**config.mk**
```make
export PLATFORM = sky130hd
export DESIGN_NAME = swu_buffer_scheduler
export DESIGN_NICKNAME = d
export VERILOG_FILES = /design/src/rtl/swu_buffer_scheduler.sv
export SDC_FILE = /design/constraint.sdc
export NUM_CORES = 1
export LEC_CHECK = 0
export ABC_AREA = 0
export ABC_CLOCK_PERIOD_IN_PS = 3300
export CAP_MARGIN = 20
export CORE_ASPECT_RATIO = 0.7
export CORE_MARGIN = 2
export CORE_UTILIZATION = 28
export CTS_CLUSTER_SIZE = 8
export DETAILED_ROUTE_END_ITERATION = 16
export DONT_BUFFER_PORTS = 1
export PLACE_DENSITY = 0.41
export SETUP_SLACK_MARGIN = 0.5
export SYNTH_ARGS = -nofsm -noshare
export SYNTH_HDL_FRONTEND = slang
export SYNTH_SLANG_ARGS = --single-unit
```
**constraint.sdc**
```tcl
create_clock -name aclk -period 3.3 [get_ports aclk]
set_input_delay 0.165 -clock aclk [delete_from_list [all_inputs] [get_ports aclk]]
set_output_delay 0.165 -clock aclk [all_outputs]
set_load 0.05 [all_outputs]
```
**src/rtl/swu_buffer_scheduler.sv**
```systemverilog
// ============================================================================
// Module   : swu_buffer_scheduler
// Brief    : Frame sequencer, single-port arbiter and credit tracker for the
//            SWU circular line buffer. Optional stall counters are enabled
//            by defining SWU_BUFFER_SCHEDULER_STATS_EN.
// Revision : 1.0 - initial release
// ============================================================================
`default_nettype none

module swu_buffer_scheduler #(
    parameter int BUFFER_DEPTH = 20,
    parameter int PREFILL      = 12,
    parameter int FRAME_WORDS  = 1024,
    parameter int AW           = $clog2(BUFFER_DEPTH)
) (
    input  logic          aclk,
    input  logic          areset,
    input  logic          wr_req,
    output logic          wr_gnt,
    input  logic          rd_req,
    input  logic [AW-1:0] rd_addr,
    input  logic          rd_last,
    output logic          rd_gnt,
    input  logic          rd_free,
    output logic          mem_en,
    output logic          mem_we,
    output logic [AW-1:0] mem_addr,
    output logic [AW:0]   occupancy,
    output logic          frame_done,
    output logic          err
`ifdef SWU_BUFFER_SCHEDULER_STATS_EN
    ,
    output logic [31:0]   wr_stall_cnt,
    output logic [31:0]   rd_stall_cnt
`endif
);

    localparam int WCW = $clog2(FRAME_WORDS + 1);

    localparam logic [2:0] S_IDLE  = 3'd0;
    localparam logic [2:0] S_FILL  = 3'd1;
    localparam logic [2:0] S_RUN   = 3'd2;
    localparam logic [2:0] S_DRAIN = 3'd3;
    localparam logic [2:0] S_DONE  = 3'd4;

    localparam logic GNT_WR = 1'b0;
    localparam logic GNT_RD = 1'b1;

    localparam logic [AW-1:0] PTR_MAX     = AW'(BUFFER_DEPTH - 1);
    localparam logic [AW-1:0] PTR_ONE     = AW'(1);
    localparam logic [AW:0]   OCC_FULL    = (AW+1)'(BUFFER_DEPTH);
    localparam logic [AW:0]   OCC_ONE     = (AW+1)'(1);
    localparam logic [WCW-1:0] CNT_PREFILL = WCW'(PREFILL);
    localparam logic [WCW-1:0] CNT_FRAME   = WCW'(FRAME_WORDS);
    localparam logic [WCW-1:0] CNT_ONE     = WCW'(1);

    logic [2:0]     state_q, state_d;
    logic [AW-1:0]  wr_ptr_q, wr_ptr_d;
    logic [WCW-1:0] wr_count_q, wr_count_d;
    logic [AW:0]    occupancy_q, occupancy_d;
    logic           last_gnt_q, last_gnt_d;
    logic           mem_en_q, mem_en_d;
    logic           mem_we_q, mem_we_d;
    logic [AW-1:0]  mem_addr_q, mem_addr_d;
    logic           err_q, err_d;
    logic           write_ok, read_ok;

    // State register and datapath flops
    always_ff @(posedge aclk) begin
        if (areset) begin
            state_q     <= S_IDLE;
            wr_ptr_q    <= '0;
            wr_count_q  <= '0;
            occupancy_q <= '0;
            last_gnt_q  <= GNT_RD;
            mem_en_q    <= 1'b0;
            mem_we_q    <= 1'b0;
            mem_addr_q  <= '0;
            err_q       <= 1'b0;
        end else begin
            state_q     <= state_d;
            wr_ptr_q    <= wr_ptr_d;
            wr_count_q  <= wr_count_d;
            occupancy_q <= occupancy_d;
            last_gnt_q  <= last_gnt_d;
            mem_en_q    <= mem_en_d;
            mem_we_q    <= mem_we_d;
            mem_addr_q  <= mem_addr_d;
            err_q       <= err_d;
        end
    end

    // Next-state logic
    always_comb begin
        state_d = state_q;
        case (state_q)
            S_IDLE:  state_d = S_FILL;
            S_FILL:  if (wr_count_d >= CNT_PREFILL) state_d = S_RUN;
            S_RUN:   if (wr_count_d == CNT_FRAME)   state_d = S_DRAIN;
            S_DRAIN: if (rd_gnt && rd_last)         state_d = S_DONE;
            S_DONE:  state_d = S_IDLE;
            default: state_d = S_IDLE;
        endcase
    end

    // Output logic: eligibility, round-robin grant, frame strobe
    always_comb begin
        write_ok   = wr_req && (occupancy_q < OCC_FULL) &&
                     (state_q == S_FILL || state_q == S_RUN);
        read_ok    = rd_req && (state_q == S_RUN || state_q == S_DRAIN);
        wr_gnt     = write_ok && (!read_ok || last_gnt_q == GNT_RD);
        rd_gnt     = read_ok && (!write_ok || last_gnt_q == GNT_WR);
        frame_done = (state_q == S_DONE);
    end

    always_comb begin
        wr_ptr_d    = wr_ptr_q;
        wr_count_d  = wr_count_q;
        last_gnt_d  = last_gnt_q;
        occupancy_d = occupancy_q;
        mem_en_d    = 1'b0;
        mem_we_d    = 1'b0;
        mem_addr_d  = mem_addr_q;
        err_d       = err_q;

        if (state_q == S_IDLE) begin
            wr_ptr_d   = '0;
            wr_count_d = '0;
            last_gnt_d = GNT_RD;
        end else if (wr_gnt) begin
            wr_ptr_d   = (wr_ptr_q == PTR_MAX) ? '0 : wr_ptr_q + PTR_ONE;
            if (wr_count_q != CNT_FRAME) wr_count_d = wr_count_q + CNT_ONE;
            last_gnt_d = GNT_WR;
            mem_en_d   = 1'b1;
            mem_we_d   = 1'b1;
            mem_addr_d = wr_ptr_q;
        end else if (rd_gnt) begin
            last_gnt_d = GNT_RD;
            mem_en_d   = 1'b1;
            mem_addr_d = rd_addr;
        end

        // A free that coincides with a write cancels it, even from empty
        if (wr_gnt && !rd_free) begin
            occupancy_d = occupancy_q + OCC_ONE;
        end else if (!wr_gnt && rd_free) begin
            if (occupancy_q != '0) occupancy_d = occupancy_q - OCC_ONE;
            else                   err_d       = 1'b1;
        end

        if (rd_gnt && rd_last && state_q == S_RUN) err_d = 1'b1;
    end

    assign mem_en    = mem_en_q;
    assign mem_we    = mem_we_q;
    assign mem_addr  = mem_addr_q;
    assign occupancy = occupancy_q;
    assign err       = err_q;

`ifdef SWU_BUFFER_SCHEDULER_STATS_EN
    logic [31:0] wr_stall_cnt_q, wr_stall_cnt_d;
    logic [31:0] rd_stall_cnt_q, rd_stall_cnt_d;

    always_ff @(posedge aclk) begin
        if (areset) begin
            wr_stall_cnt_q <= '0;
            rd_stall_cnt_q <= '0;
        end else begin
            wr_stall_cnt_q <= wr_stall_cnt_d;
            rd_stall_cnt_q <= rd_stall_cnt_d;
        end
    end

    always_comb begin
        wr_stall_cnt_d = wr_stall_cnt_q;
        rd_stall_cnt_d = rd_stall_cnt_q;
        if (state_q == S_IDLE) begin
            wr_stall_cnt_d = '0;
            rd_stall_cnt_d = '0;
        end else begin
            if (wr_req && !wr_gnt && wr_stall_cnt_q != 32'hFFFF_FFFF)
                wr_stall_cnt_d = wr_stall_cnt_q + 32'd1;
            if (rd_req && !rd_gnt && rd_stall_cnt_q != 32'hFFFF_FFFF)
                rd_stall_cnt_d = rd_stall_cnt_q + 32'd1;
        end
    end

    assign wr_stall_cnt = wr_stall_cnt_q;
    assign rd_stall_cnt = rd_stall_cnt_q;
`else
    // Stall statistics not built in this configuration
`endif

endmodule

`default_nettype wire

```
==> flow_summary.yaml <==
run_status:
  status: "finished, final reports clean"
sta:
  finalCriticalPeriod_ps: 2606
  max_slew_margin: 0.4365
  rsz0062_at_grt: "false"
  setup_viol: 0
  fin_ws_ps: 694.4
  max_freq_mhz: 383.8
  fin_tns_setup_ps: 0
  finalMaxSlewViolations: 0
  worst_slew_pin_slew_ps: 841.6
  skew_ps: 9.751
  final_hold_viol_count: 0
  period_share: 0.7896
finish:
  fin_util: 0.3327
  final_area_mm2: 0.002258
  antenna_cells: 0
  fillers: 724
  drive_gt1_frac: 0.1609
  synthToLayoutAreaGrowth_pct: 14.46
  nets: 250
route:
  drt_wl_total_um: 4698
  ant_nets: 0
  drt_iter0_drc: 68
  viasPerCell: 4.830
  num_vias: 1565
  firstDrtPassIters: 4
  drcViolationCount: 0
  wl_per_cell_um: 14.50
synthesis:
  synth.most_common_cell: "nor2_1"
  yosys_warnings: 0
  ys_ff_latch: 34
  yosys.area.top_type_share: 0.3450
  synth_area_leader_cell: "dfxtp_1"
  syn_inst: 228
  dominantRegCellSynth: "dfxtp_1"
  synth_area_per_cell_um2: 8.654
  ys_types: 53
  synth-edff-count: 0
  ys_top_cells_by_count: "36 x nor2_1, 34 x dfxtp_1, 15 x nand2_1, 15 x xnor2_1"
  async_reset_ff_frac: 0
  synth_area_leaders: "dfxtp_1 34%, nor2_1 6.8%, xnor2_1 6.7%"
  syn_nets: 249
  netlist_area_mm2: 0.001973
  synth-seq-area-share: 0.3450
floorplan:
  die_w_um: 104.3
  dieArea_mm2: 0.007745
  dieHeight_um: 74.24
  core_mm2: 0.006788
  io_pins: 28
  initial_utilization: 0.2907
  num_rows: 25
clocking:
  clk_pin_slew_ps: 80
  cts_buffers: 5
  clkLatencyLatePin_ps: 290
  clockBufferDepth: 2
  tritoncts: "done"
  cts.htree.levels: 2
  root_buffer: "clkbuf_8"
  numClockSinks: 34
power:
  cellLeakagePower_nw: 0.8290
  ir_drop_mv: 0.3309
  powerDensity_mw_per_mm2: 850.8
  switching_share: 0.4857
  p_seq_frac: 0.446
  power_w: 0.001922
  clock_power_share: 0.160
  power_switching_w: 0.0009332
  combPwrFrac: 0.395
  p_int_w: 0.0009883
setup_path:
  crit_path_top_delay_cell: "dfxtp_4"
  crit_top_cell: "ha_4"
  path_max_fanout: 6
  required_ps: 3470
  cp_cell_sequence: "o21ai_4 -> nand4_4 -> nor2_4 -> ha_4 -> inv_4 -> ha_4 -> a21o_1 -> a21oi_2 -> o21bai_1 -> a21oi_1 -> mux2i_1 -> mux2_1"
  arrival_ps: 2780
  critPathLaunchType: "flop"
  cp_slowest_stage_delay_ps: 430
  crit_type: "reg -> reg"
  cp-end-kind: "flop"
run:
  cap_violations: 0
worst_hold_path:
  hold_path.class: "in -> reg"
global_route:
  grt_pass1_wl_um: 8004
  grt-ovfl-total: 0
  grt_max_degree: 17
  antenna_found_initial: 0
  grt_pass1_vias: 1504
  grtUsageTotal: 0.1348
placement:
  dpl_cell_area_mm2: 0.002126
  hpwl_um: 3470
  io_buffers: 0
  place_ws_ps: 483.9
  gp_congestion: 0.7671
-- final cells by class --
type                       count  area (um^2)  share of cell area
multi-input combinational    173         1281              0.5673
sequential                    34        700.7              0.3102
tap                           94        117.6             0.05208
clock buffer                   6        72.57             0.03213
inverter                      11        43.79             0.01939
timing repair buffer           4        32.53             0.01440
clock inverter                 2        10.01            0.004432
-- worst paths after layout --
check	from	endpoint	slack [ps]	cells after the start
worst max-delay path	occupancy[3]	occupancy[5]	690	12
worst min register to register	wr_ptr_q[4]	wr_ptr_q[4]	540	2
worst min-delay path	areset	occupancy[5]	100	2
worst max register to register	occupancy[3]	occupancy[5]	690	12
-- cell families after synthesis --
kind of cell               Yosys count  share of synthesized area
and+or+nand+nor                     94                     0.2517
AOI/OAI and AO/OA                   37                     0.1319
DFF                                 34                     0.3450
buffers and inverters               21                    0.04946
xor gates and xnor gates            20                    0.09258
muxes                               12                    0.06214
adders and majority gates           10                    0.06722
-- critical path: cells and delay by family (launching register included) --
kind,cells,cell delay (ps)
mux,2,540
buf+inv,1,60
flops,1,430
fa+ha+maj,2,370
simple gates,2,270
compound gates,5,810
-- registers in the layout (all words and copies together) (netlist names), 3 cells and up --
| signal | flops |
|---|---|
| mem_addr | 5 |
| occupancy | 6 |
| state_q | 3 |
| wr_count_q | 11 |
| wr_ptr_q | 5 |
-- placed cells by master, fill, tap and decap left out, drive strengths merged, types with 7 or more instances in the layout --
cell type / instances
a211oi: 7
a21oi: 10
dfxtp: 34
ha: 9
inv: 11
mux2i: 10
nand2: 15
nor2: 37
xnor2: 15
-- power by group through the flow --
stage	registers, W	logic, W	clock network, W
2_1_floorplan	0.000796	0.000669	0
3_3_place_gp	0.000855	0.000755	0
3_5_place_dp	0.000854	0.000748	0
4_1_cts	0.000845	0.000753	0.000324
5_1_grt	0.000875	0.000864	0.000345
6_report	0.000856	0.000759	0.000307
-- timing repair --
| action | 4_1_cts | 5_1_grt |
|---|---|---|
| hold buffers | 1 | 0 |
| setup buffers | 0 | 1 |
| resized for setup | 1 | 8 |
| cloned | 0 | 0 |
| pin swaps | 0 | 1 |
| endpoints found under the setup margin | 1 | 2 |
| hold endpoints to repair | 13 | 0 |
-- stage by stage --
step           hold slack [ps]  instances
2_1_floorplan            353.9        228
3_3_place_gp             229.2        314
3_5_place_dp             229.1        314
4_1_cts                  83.69        323
5_1_grt                  106.7        324
6_report                 99.45        324
-- per-layer routing --
| layer | wire length, um | vias up | global-route usage | part of all wire |
|---|---|---|---|---|
| met5 | 0 | - | 0 | 0 |
| met3 | 182 | 5 | 0.03769 | 0.039 |
| met1 | 2644 | 733 | 0.1928 | 0.56 |
| li1 | - | 804 | - | - |
| met4 | 53 | 0 | 0.04505 | 0.011 |
| met2 | 1817 | 23 | 0.1954 | 0.39 |
No activity file was read; power rests on OpenSTA's default activity.
